==> config.mk <==
export PLATFORM = sky130hd
export DESIGN_NAME = ysyx_23060171_ifu
export DESIGN_NICKNAME = d
export VERILOG_FILES = /design/src/rtl/ysyx_23060171_ifu.sv
export SDC_FILE = /design/constraint.sdc
export NUM_CORES = 1
export LEC_CHECK = 0
export ABC_AREA = 0
export BUFFER_PORTS_ARGS = -buffer_cell sky130_fd_sc_hd__buf_2
export CAP_MARGIN = 20
export CORE_AREA = 2 2 113 115
export CTS_BUF_LIST = sky130_fd_sc_hd__clkbuf_16
export CTS_CLUSTER_DIAMETER = 30
export DETAILED_ROUTE_END_ITERATION = 12
export DIE_AREA = 0 0 115 117
export PLACE_DENSITY = 0.84
export SLEW_MARGIN = 30
export SYNTH_ARGS = -nofsm -noshare
export SYNTH_HDL_FRONTEND = slang
export SYNTH_SLANG_ARGS = --single-unit
==> constraint.sdc <==
create_clock -name clk -period 6.3 [get_ports clk]
set_clock_uncertainty 0.1 [all_clocks]
set_input_delay 0.945 -clock clk [delete_from_list [all_inputs] [get_ports clk]]
set_output_delay 0.945 -clock clk [all_outputs]
set_load 0.005 [all_outputs]
==> src/rtl/ysyx_23060171_ifu.sv <==
`default_nettype none
// +-----------------------------------------------------------------------------+
// | ysyx_23060171_ifu : PC owner and fetch FSM for the multicycle core.          |
// | Optional: YSYX_23060171_IFU_PERF_EN adds fetch/wait performance counters.     |
// | Revision: 1.0                                                               |
// +-----------------------------------------------------------------------------+
module ysyx_23060171_ifu #(
  parameter logic [31:0] RESET_PC = 32'h8000_0000,
  parameter logic [31:0] ERR_INST = 32'h0010_0073
) (
  input  logic        clk,
  input  logic        rst,
  output logic [31:0] araddr,
  output logic        arvalid,
  input  logic        arready,
  input  logic [31:0] rdata,
  input  logic [1:0]  rresp,
  input  logic        rvalid,
  output logic        rready,
  output logic [31:0] inst,
  output logic [31:0] pcD,
  output logic [31:0] pc_plus_4D,
  output logic        inst_valid,
  input  logic        inst_ready,
  input  logic        irq,
  input  logic [31:0] mtvec,
  input  logic        mret,
  input  logic [31:0] mepc,
  input  logic        jump_valid,
  input  logic [31:0] jump_target,
  output logic        fetch_err
`ifdef YSYX_23060171_IFU_PERF_EN
  ,
  output logic [63:0] perf_fetch_cnt,
  output logic [63:0] perf_wait_cyc
`endif
);

  localparam logic [1:0] S_REQ  = 2'd0;
  localparam logic [1:0] S_WAIT = 2'd1;
  localparam logic [1:0] S_HOLD = 2'd2;

  logic [1:0]  state_q, state_d;
  logic [31:0] pc_q, pc_d;
  logic [31:0] inst_q, inst_d;
  logic [31:0] pcd_q, pcd_d;
  logic [31:0] pcp4_q, pcp4_d;
  logic        err_q, err_d;
  logic [31:0] redirect_pc;
  logic [31:0] next_pc;

  always_ff @(posedge clk) begin
    if (rst) begin
      state_q <= S_REQ;
    end else begin
      state_q <= state_d;
    end
  end

  always_comb begin
    state_d = state_q;
    case (state_q)
      S_REQ:   if (arready)    state_d = S_WAIT;
      S_WAIT:  if (rvalid)     state_d = S_HOLD;
      S_HOLD:  if (inst_ready) state_d = S_REQ;
      default:                 state_d = S_REQ;
    endcase
  end

  // Handshake strobes depend on state only, never on an input.
  always_comb begin
    arvalid    = (state_q == S_REQ);
    rready     = (state_q == S_WAIT);
    inst_valid = (state_q == S_HOLD);
    araddr     = pc_q;
    inst       = inst_q;
    pcD        = pcd_q;
    pc_plus_4D = pcp4_q;
    fetch_err  = err_q;
  end

  always_comb begin
    if (irq) begin
      redirect_pc = mtvec;
    end else if (mret) begin
      redirect_pc = mepc;
    end else if (jump_valid) begin
      redirect_pc = jump_target;
    end else begin
      redirect_pc = pc_q + 32'd4;
    end
    next_pc = redirect_pc & 32'hFFFF_FFFC;
  end

  always_comb begin
    pc_d   = pc_q;
    inst_d = inst_q;
    pcd_d  = pcd_q;
    pcp4_d = pcp4_q;
    err_d  = err_q;
    if (state_q == S_WAIT && rvalid) begin
      inst_d = (rresp != 2'b00) ? ERR_INST : rdata;
      pcd_d  = pc_q;
      pcp4_d = pc_q + 32'd4;
      err_d  = err_q | (rresp != 2'b00);
    end
    if (state_q == S_HOLD && inst_ready) begin
      pc_d = next_pc;
    end
  end

  always_ff @(posedge clk) begin
    if (rst) begin
      pc_q   <= RESET_PC;
      inst_q <= 32'd0;
      pcd_q  <= RESET_PC;
      pcp4_q <= RESET_PC + 32'd4;
      err_q  <= 1'b0;
    end else begin
      pc_q   <= pc_d;
      inst_q <= inst_d;
      pcd_q  <= pcd_d;
      pcp4_q <= pcp4_d;
      err_q  <= err_d;
    end
  end

`ifdef YSYX_23060171_IFU_PERF_EN
  logic [63:0] perf_fetch_cnt_q, perf_fetch_cnt_d;
  logic [63:0] perf_wait_cyc_q, perf_wait_cyc_d;

  always_comb begin
    perf_fetch_cnt_d = perf_fetch_cnt_q;
    perf_wait_cyc_d  = perf_wait_cyc_q;
    if (state_q == S_HOLD && inst_ready) begin
      perf_fetch_cnt_d = perf_fetch_cnt_q + 64'd1;
    end
    if (state_q == S_WAIT && !rvalid) begin
      perf_wait_cyc_d = perf_wait_cyc_q + 64'd1;
    end
  end

  always_ff @(posedge clk) begin
    if (rst) begin
      perf_fetch_cnt_q <= 64'd0;
      perf_wait_cyc_q  <= 64'd0;
    end else begin
      perf_fetch_cnt_q <= perf_fetch_cnt_d;
      perf_wait_cyc_q  <= perf_wait_cyc_d;
    end
  end

  assign perf_fetch_cnt = perf_fetch_cnt_q;
  assign perf_wait_cyc  = perf_wait_cyc_q;
`endif

endmodule
`default_nettype wire

==> results of run 1 <==
stage by stage:
stage	instances	area (sq um)
6_report	1175	7960
5_1_grt	1174	7960
4_1_cts	1173	7950
3_5_place_dp	1142	7330
3_3_place_gp	1142	7330
2_1_floorplan	805	6120
state kept, by name (all words and copies together) (netlist names):
name and cells:
araddr 30, fetch_err 1, inst 32, pcD 30
pc_plus_4D 30, state_q 2
worst max-delay path: cells and delay by family:
kind / cells / cell delay, ns
buffers and inverters: 1 / 0.36
AND/OR/NAND/NOR: 4 / 1.53
AO/OA/AOI/OAI: 1 / 0.20
power groups by stage:
stage / combinational, mW / clock [mW] / sequential [mW]
2_1_floorplan: 0.104 / 0 / 0.843
3_3_place_gp: 0.191 / 0 / 0.845
3_5_place_dp: 0.192 / 0 / 0.845
4_1_cts: 0.194 / 1.05 / 0.829
5_1_grt: 0.215 / 1.09 / 0.831
6_report: 0.196 / 1.04 / 0.829
layout make-up:
type	instances	area [sq um]	area share
Antenna cell	2	5.00	0.000629
Clock buffer	17	425	0.0535
Clock inverter	14	201	0.0253
Inverter	14	52.6	0.00660
Multi-Input combinational cell	589	3240	0.407
Sequential cell	125	2500	0.314
Tap cell	150	188	0.0236
Timing Repair Buffer	264	1340	0.169
cell families (layout without fill, tap and decap cells):
logic type	Yosys count	after routing	share of synthesized area
muxes	12	12	0.0197
buffers and inverters	91	309	0.0616
and+or+nand+nor	336	336	0.258
DFF	125	125	0.410
other	1	8	0.000615
adders and majority gates	1	1	0.00205
AOI/OAI and AO/OA	209	209	0.212
xor gates and xnor gates	25	25	0.0359
worst paths after layout:
path / slack, ns / start / end / cells past startpoint
max: 3.42 / mret / araddr[18]$_SDFFE_PP0P_ / 6
min: 0.34 / inst[23]$_SDFFE_PP0P_ / inst[23]$_SDFFE_PP0P_ / 2
max reg2reg: 3.52 / araddr[2]$_SDFFE_PP0P_ / araddr[18]$_SDFFE_PP0P_ / 6
min reg2reg: 0.34 / inst[23]$_SDFFE_PP0P_ / inst[23]$_SDFFE_PP0P_ / 2
synth_stat cells, types with 2 or more instances:
master       n  area [sq um]
nand2_1    130           488
dfxtp_1    125          2500
a21oi_1     86           430
nor2_1      63           236
clkbuf_1    56           210
o21ai_0     40           200
nor3_1      39           195
nand3_1     38           190
xnor2_1     21           184
nor4_1      14          87.6
inv_1       12          45.0
mux2i_1     12           120
o22ai_1     12          75.1
a211oi_1    11          82.6
buf_1       11          41.3
a221oi_1     9          78.8
a311oi_1     9          78.8
or3_1        8          50.1
and3_1       7          43.8
nand4_1      7          43.8
o211ai_1     7          52.6
buf_4        6          45.0
o31ai_1      6          45.0
a221o_1      5          50.1
nand2b_1     5          31.3
nand3b_1     4          30.0
nor2b_1      4          25.0
o21a_1       4          30.0
o2bb2ai_1    4          35.0
xor2_1       4          35.0
a22oi_1      3          22.5
and2_1       3          18.8
buf_2        3          15.0
or2_2        3          18.8
a31oi_1      2          12.5
o31a_1       2          17.5
o32ai_1      2          17.5
or4_1        2          15.0
or4_4        2          22.5
metal layers:
metal / global-route usage / up-vias / wire length, um
li1: - / 3270 / -
met4: 0.150 / 0 / 790
met5: 0 / - / 0
met2: 0.534 / 406 / 10400
met3: 0.0793 / 64 / 2150
met1: 0.360 / 3200 / 8030
==> impl_results.md, run 1 <==
- Pwr Total: 2.07 mW
- Status: finished clean
- Average wire per standard cell: 18.2 um
- H-Tree Level Count: 4
- Via count: 6,940
- Fin crit share: 0.457
- Total grt overflow: 0
- Worst-skew pair later-pin latency: 0.41 ns
- Setup TNS: 0 ns
- Slew Limit Headroom: 0.390
- FF+latch count, synth: 125
- Nets: 1,150
- Slowest CP cell: or4b_2
- Synth Flop Type: dfxtp_1
- Register area share after synthesis: 0.410
- Largest net degree at the start of global routing: 86
- Final WL: 21,400 um
- Share of cells above drive strength 1: 0.299
- CTS root buf: clkbuf_16
- Commonest non-fill, non-tap cells in the layout: 256 x buf_2, 129 x nand2_1, 125 x dfxtp_1
- Psw: 483 uW
- Largest fanout on the critical path: 38
- Least-Margin Pin Slew: 0.907 ns
- DR vias/cell: 5.91
- Startpoint Class: input pin
- Commonest non-fill, non-tap cell in the layout: buf_2
- Dpl ws: 3.16 ns
- Min Tclk post-route: 2.88 ns
- # IOs: 270
- Switching Share: 0.233
- Highest clock rate: 347 MHz
- Worst setup margin: 3.42 ns
- Critical path arrival: 3.03 ns
- Warnings from Yosys: 0
- Pleak: 3.34 nW
- Total internal power: 1.58 mW
- Library cells used by synthesis: 58
- Detailed Route Iter0 Violations: 645
- Clock power share: 0.504
- Clock net sink count: 125
- Row cnt: 41
- Antenna violations before repair: 2
- Fin Hold WS: 0.344 ns
- Initial Util: 0.495
- Drt first pass iters: 5
- CTS tree: done
- Area of the die: 13,500 sq um
- Hold-fix buffers, CTS: 0
- Post-synthesis cell count: 800
- PD cells: 260 nW/um^2
- Fillcell total: 1,122
- Max-cap violation count: 0
- Post-DP HPWL: 15,000 um
- Vias in the first global route: 6,377
- Critical path class: in -> reg
- CTS clock-pin slew for the worst setup and hold paths: 0.05 ns
- Fin util: 0.646
- Post-CTS resize count: 0
- Drt drc: 0
- Seq pwr share: 0.401
- Slowest Stage Delay on Critical Path: 0.62 ns
- Gp weighted congestion: 0.940
- CP cell instances: buf_2 > or2_2 > nor2_1 > or4b_2 > a21oi_1 > nor3_1
- IO buf count: 257
- Global Route Usage Sum: 0.309
- Post-synth ARST share: 0
- Setup Buffers After CTS: 0
- Post-synth EDFFs: 0
- Die Y: 117 um
- CP endpoint kind: register
- Routed Antenna Nets: 0
- Slew Limit Fails: 0
- Final hold viol count: 0
- First-pass GRT wire length: 32,500 um
- Clock tree buffer depth: 2
- Area Growth Syn to Fin: 30.5%
- Maximum vdd drop: 0.144 mV
- Mean post-synth cell area: 7.62 sq um
- CORE AREA: 12,300 sq um
- Worst Path Required: 6.46 ns
- Gate power share: 0.095
- Die Wd: 115 um
- RSZ-0062 raised after global routing: false
- Mapped Area: 6100 sq um
- CTS buffer count: 17
- Worst hold path class: reg -> reg
- Setup violations, final: 0
Power figures use the tool's default switching activity.
==> inputs of run 2 (changes only) <==
--- a/config.mk
+++ b/config.mk
@@ -8,12 +8,12 @@
 export ABC_AREA = 0
 export BUFFER_PORTS_ARGS = -buffer_cell sky130_fd_sc_hd__buf_2
 export CAP_MARGIN = 20
-export CORE_AREA = 2 2 113 115
+export CORE_AREA = 2 2 116 118
 export CTS_BUF_LIST = sky130_fd_sc_hd__clkbuf_16
 export CTS_CLUSTER_DIAMETER = 30
 export DETAILED_ROUTE_END_ITERATION = 12
-export DIE_AREA = 0 0 115 117
-export PLACE_DENSITY = 0.84
+export DIE_AREA = 0 0 118 120
+export PLACE_DENSITY = 0.8
 export SLEW_MARGIN = 30
 export SYNTH_ARGS = -nofsm -noshare
 export SYNTH_HDL_FRONTEND = slang
==> constraint.sdc (replaced) <==
create_clock -name clk -period 2.82 [get_ports clk]
set_clock_uncertainty 0.1 [all_clocks]
set_input_delay 0.423 -clock clk [delete_from_list [all_inputs] [get_ports clk]]
set_output_delay 0.423 -clock clk [all_outputs]
set_load 0.005 [all_outputs]
==> impl_results.md, run 2 (synthesized netlist as in run 1, its figures left out) <==
- CTS clock-pin slew for the worst setup and hold paths: 0.06 ns
- Fin crit share: 0.920
- Dpl cell area: 7590 sq um
- CTS tree: done
- Area of the die: 14,200 sq um
- Via count: 6,927
- Area Growth Syn to Fin: 34.4%
- Slew Limit Headroom: 0.496
- Fillcell total: 1,200
- PD cells: 556 nW/um^2
- Grt met2 use: 0.528
- Hold-fix buffers, CTS: 0
- Maximum vdd drop: 0.437 mV
- Antenna violations before repair: 0
- H-Tree Level Count: 4
- Row cnt: 42
- Die Y: 120 um
- Vias in the first global route: 6,249
- Min Tclk post-route: 2.60 ns
- Switching Share: 0.239
- Met1 usage: 0.357
- Share of cells above drive strength 1: 0.316
- Setup violations, final: 0
- Diodes inserted: 0
- Total internal power: 3.47 mW
- R2R Setup Slk: 0.22 ns
- First-pass GRT wire length: 33,600 um
- Commonest non-fill, non-tap cells in the layout: 256 x buf_2, 129 x nand2_1, 125 x dfxtp_1
- Worst Path Required: 3.01 ns
- Least-Margin Pin Slew: 0.755 ns
- Clock power share: 0.493
- Worst hold path class: in -> reg
- Largest net degree at the start of global routing: 73
- Critical path class: reg -> reg
- Fin util: 0.631
- Clock net sink count: 125
- Clock tree buffer depth: 2
- Nets: 1,179
- # IOs: 270
- GR Layer Usage met3: 0.0846
- Cell family with most CP delay: simple AND/OR/NAND/NOR gates
- Critical path arrival: 2.79 ns
- Initial Util: 0.470
- Total grt overflow: 0
- CP Depth: 6
- Slowest Stage Delay on Critical Path: 0.65 ns
- Hold depth: 3
- Global routing's busiest layer: met2
- CP endpoint kind: register
- Fin Hold WS: 0.150 ns
- Setup TNS: 0 ns
- CTS buffer count: 17
- Detailed Route Iter0 Violations: 582
- Startpoint Class: register
- Average wire per standard cell: 17.8 um
- WP buf/inv: 0
- Max FFs per register: 32
- Commonest non-fill, non-tap cell in the layout: buf_2
- Worst setup margin: 0.224 ns
- FF-to-FF End: araddr[18]$_SDFFE_PP0P_
- Drt first pass iters: 5
- Post-route cell area: 8200 sq um
- Post-CTS resize count: 0
- CP cell instances: ha_1 > nand3_4 > or4_4 > or4b_2 > a21oi_1 > nor3_1
- IO buf count: 257
- Psw: 1.09 mW
- Routed Antenna Nets: 0
- Seq pwr share: 0.405
- Global Route Usage Sum: 0.305
- Worst R2R Path Depth: 6
- Highest clock rate: 385 MHz
- CORE AREA: 13,000 sq um
- Final WL: 21,900 um
- RSZ-0062 raised after global routing: false
- Post-DP HPWL: 16,000 um
- Setup Buffers After CTS: 0
- Max-cap violation count: 0
- Dpl ws: 0.227 ns
- Hold_sp: rdata[13]
- DR vias/cell: 5.64
- Gp weighted congestion: 0.964
- Reg2reg start: araddr[3]$_SDFFE_PP0P_
- Drt drc: 0
- Die Wd: 118 um
- Final hold viol count: 0
- Worst Hold End: inst[13]$_SDFFE_PP0P_
- Pleak: 3.49 nW
- Slew Limit Fails: 0
- CTS root buf: clkbuf_16
- Worst-skew pair later-pin latency: 0.43 ns
- Largest fanout on the critical path: 10
- Gate power share: 0.102
- Slowest CP cell: or4b_2
- Status: finished clean
## run 2: changes by cell type in the layout (fill, tap and decap cells not counted), sizes merged
cell	previous run	this run
buf	264	293
diode	2	0
inv	14	16
bufinv	5	4
## run 2: final cells by class
type                            count  area, sq um  area share
Multi-Input combinational cell    589         3240       0.396
Sequential cell                   125         2500       0.305
Timing Repair Buffer              293         1570       0.192
Clock buffer                       17          425      0.0519
Tap cell                          176          220      0.0269
Clock inverter                     15          181      0.0221
Inverter                           14         52.6     0.00641
## run 2: per-stage QoR
stage,cells,total power [mW]
5_1_grt,1229,4.73
3_3_place_gp,1197,2.34
6_report,1229,4.56
2_1_floorplan,805,2.12
4_1_cts,1229,4.58
3_5_place_dp,1197,2.34
## run 2: worst max path at each step
stage          slack, ns                   start                       to
2_1_floorplan       0.37  araddr[2]$_SDFFE_PP0P_  araddr[18]$_SDFFE_PP0P_
5_1_grt              0.1  araddr[3]$_SDFFE_PP0P_  araddr[18]$_SDFFE_PP0P_
3_5_place_dp        0.23  araddr[3]$_SDFFE_PP0P_  araddr[18]$_SDFFE_PP0P_
3_3_place_gp        0.30  araddr[3]$_SDFFE_PP0P_  araddr[18]$_SDFFE_PP0P_
6_report            0.22  araddr[3]$_SDFFE_PP0P_  araddr[18]$_SDFFE_PP0P_
4_1_cts             0.24  araddr[3]$_SDFFE_PP0P_  araddr[18]$_SDFFE_PP0P_
## run 2: metal layers
| metal | vias up | share of wire |
|---|---|---|
| met1 | 3194 | 0.39 |
| met5 | - | 0 |
| met2 | 363 | 0.50 |
| met4 | 0 | 0.028 |
| li1 | 3316 | - |
| met3 | 54 | 0.083 |
## run 2: worst register-to-register path, delay by kind of cell, from the launching register on
family / cells / cell delay, ns
adders and majority gates: 1 / 0.27
and+or+nand+nor: 4 / 1.49
AOI/OAI and AO/OA: 1 / 0.18
DFF: 1 / 0.43
## run 2: power by group through the flow
stage	sequential, mW	combinational (mW)	clock, mW
final	1.85	0.465	2.25
after global placement	1.88	0.458	0
after detailed placement	1.88	0.459	0
after floorplan	1.88	0.233	0
after global routing	1.85	0.509	2.37
after CTS	1.84	0.462	2.28
==> inputs of run 3 (changes only) <==
--- a/config.mk
+++ b/config.mk
@@ -8,13 +8,13 @@
 export ABC_AREA = 0
 export BUFFER_PORTS_ARGS = -buffer_cell sky130_fd_sc_hd__buf_2
 export CAP_MARGIN = 20
-export CORE_AREA = 2 2 116 118
-export CTS_BUF_LIST = sky130_fd_sc_hd__clkbuf_16
+export CORE_AREA = 2 2 115 117
+export CTS_BUF_LIST = sky130_fd_sc_hd__clkbuf_4
 export CTS_CLUSTER_DIAMETER = 30
 export DETAILED_ROUTE_END_ITERATION = 12
-export DIE_AREA = 0 0 118 120
-export PLACE_DENSITY = 0.8
-export SLEW_MARGIN = 30
+export DIE_AREA = 0 0 117 119
+export PLACE_DENSITY = 0.81
+export SLEW_MARGIN = 0
 export SYNTH_ARGS = -nofsm -noshare
 export SYNTH_HDL_FRONTEND = slang
 export SYNTH_SLANG_ARGS = --single-unit
==> impl_results.md, run 3 (synthesized netlist as in run 1, its figures left out) <==
- Status: finished clean
- Reg2reg start: araddr[3]$_SDFFE_PP0P_
- Min Tclk post-route: 2.62 ns
- Initial Util: 0.474
- Placed cells: 1,189
- Worst-skew pair later-pin latency: 0.54 ns
- Drt first pass iters: 6
- PD cells: 451 nW/um^2
- Largest fanout on the critical path: 10
- First-pass GRT wire length: 32,700 um
- Average wire per standard cell: 17.4 um
- Area Growth Syn to Fin: 30.9%
- Max FFs per register: 32
- Total grt overflow: 0
- Nets: 1,186
- Least-Margin Pin Slew: 0.773 ns
- Via count: 6,944
- Final WL: 21,500 um
- Worst Hold End: inst[23]$_SDFFE_PP0P_
- Post-DP HPWL: 15,700 um
- Slew Limit Headroom: 0.480
- Maximum vdd drop: 0.220 mV
- Worst hold path class: in -> reg
- Global Route Usage Sum: 0.304
- Setup Buffers After CTS: 0
- Hold-fix buffers, CTS: 15
- CTS buffer count: 17
- Highest clock rate: 382 MHz
- Largest net degree at the start of global routing: 64
- CTS tree: done
- Fin crit share: 0.929
- CORE AREA: 12,900 sq um
- Area of the die: 13,900 sq um
- Dpl cell area: 7540 sq um
- # IOs: 270
- CTS root buf: clkbuf_4
- Vias in the first global route: 6,255
- DR vias/cell: 5.61
- Post-route cell area: 7980 sq um
- IO buf count: 257
- Startpoint Class: register
- Worst setup margin: 0.200 ns
- Hold_sp: rdata[23]
- Clock tree buffer depth: 2
- Fillcell total: 1,177
- Pwr Total: 3.60 mW
- CP endpoint kind: register
- Commonest non-fill, non-tap cells in the layout: 256 x buf_2, 129 x nand2_1, 125 x dfxtp_1
- CTS clock-pin slew for the worst setup and hold paths: 0.10 ns
- Routed Antenna Nets: 0
- Max-cap violation count: 0
- Critical path class: reg -> reg
- Critical path arrival: 2.96 ns
- Gp weighted congestion: 0.950
- RSZ-0062 raised after global routing: false
- Row cnt: 42
- Clock net sink count: 125
- Commonest non-fill, non-tap cell in the layout: buf_2
- Drt drc: 0
- Die Y: 119 um
- Detailed Route Iter0 Violations: 544
- R2R Setup Slk: 0.20 ns
- Antenna violations before repair: 1
- FF-to-FF End: pc_plus_4D[26]$_SDFFE_PP0P_
- Hold depth: 3
- Die Wd: 117 um
- Slew Limit Fails: 0
- Share of cells above drive strength 1: 0.307
- Dpl ws: 0.242 ns
- Pleak: 3.37 nW
- Setup violations, final: 0
- Fin Hold WS: 0.0414 ns
- Post-CTS resize count: 0
- Fin util: 0.620
- H-Tree Level Count: 4
- Final non-filler cell total: 1,238
- Final hold viol count: 0
- Worst R2R Path Depth: 6
- Worst Path Required: 3.16 ns
- Setup TNS: 0 ns
[run 3: cell types whose count changed in the layout (fill, tap and decap cells not counted), moves of 2 or more]
cell / before / now
clkbuf_4: 0 / 21
clkbuf_16: 17 / 0
dlygate4sd3_1: 0 / 15
buf_4: 36 / 27
diode_2: 0 / 3
inv_1: 15 / 12
clkinv_1: 3 / 5
clkinv_4: 2 / 0
[run 3: routing by layer]
metal  vias up  share of wire  wire length, um  global-route usage
met4         0          0.027              580               0.122
li1       3333              -                -                   -
met3        56           0.10             2180              0.0896
met2       391           0.48            10300               0.505
met5         -              0                0                   0
met1      3164           0.40             8520               0.364
[run 3: power breakdown]
| group | internal, mW | leakage, nW | switching [mW] |
|---|---|---|---|
| logic | 0.208 | 2.20 | 0.272 |
| registers | 1.81 | 1.01 | 0.0335 |
| clock network | 0.635 | 0.153 | 0.637 |
| total | 2.65 | 3.37 | 0.943 |
[run 3: critical path, cell delays in order, from the launching register on]
cell and delay (ns):
dfxtp_1 0.45, ha_1 0.27, nand3_4 0.15, or4_4 0.61, or3_1 0.34, or3_1 0.31, a311oi_1 0.28
[run 3: layout make-up]
type	instances	area [sq um]	share of cell area
Tap cell	176	220	0.0276
Antenna cell	3	7.51	0.000941
Multi-Input combinational cell	589	3240	0.406
Sequential cell	125	2500	0.314
Timing Repair Buffer	300	1670	0.210
Inverter	14	52.6	0.00659
Clock buffer	21	158	0.0198
Clock inverter	10	123	0.0154
[run 3: how the worst max path moves through the flow]
stage	from	end	slack (ns)	cells past startpoint
3_5_place_dp	araddr[3]$_SDFFE_PP0P_	pc_plus_4D[26]$_SDFFE_PP0P_	0.24	6
6_report	araddr[3]$_SDFFE_PP0P_	pc_plus_4D[26]$_SDFFE_PP0P_	0.20	6
2_1_floorplan	araddr[2]$_SDFFE_PP0P_	araddr[18]$_SDFFE_PP0P_	0.37	7
4_1_cts	araddr[3]$_SDFFE_PP0P_	pc_plus_4D[26]$_SDFFE_PP0P_	0.24	6
3_3_place_gp	araddr[3]$_SDFFE_PP0P_	araddr[18]$_SDFFE_PP0P_	0.32	6
5_1_grt	araddr[3]$_SDFFE_PP0P_	araddr[20]$_SDFFE_PP0P_	0.06	6
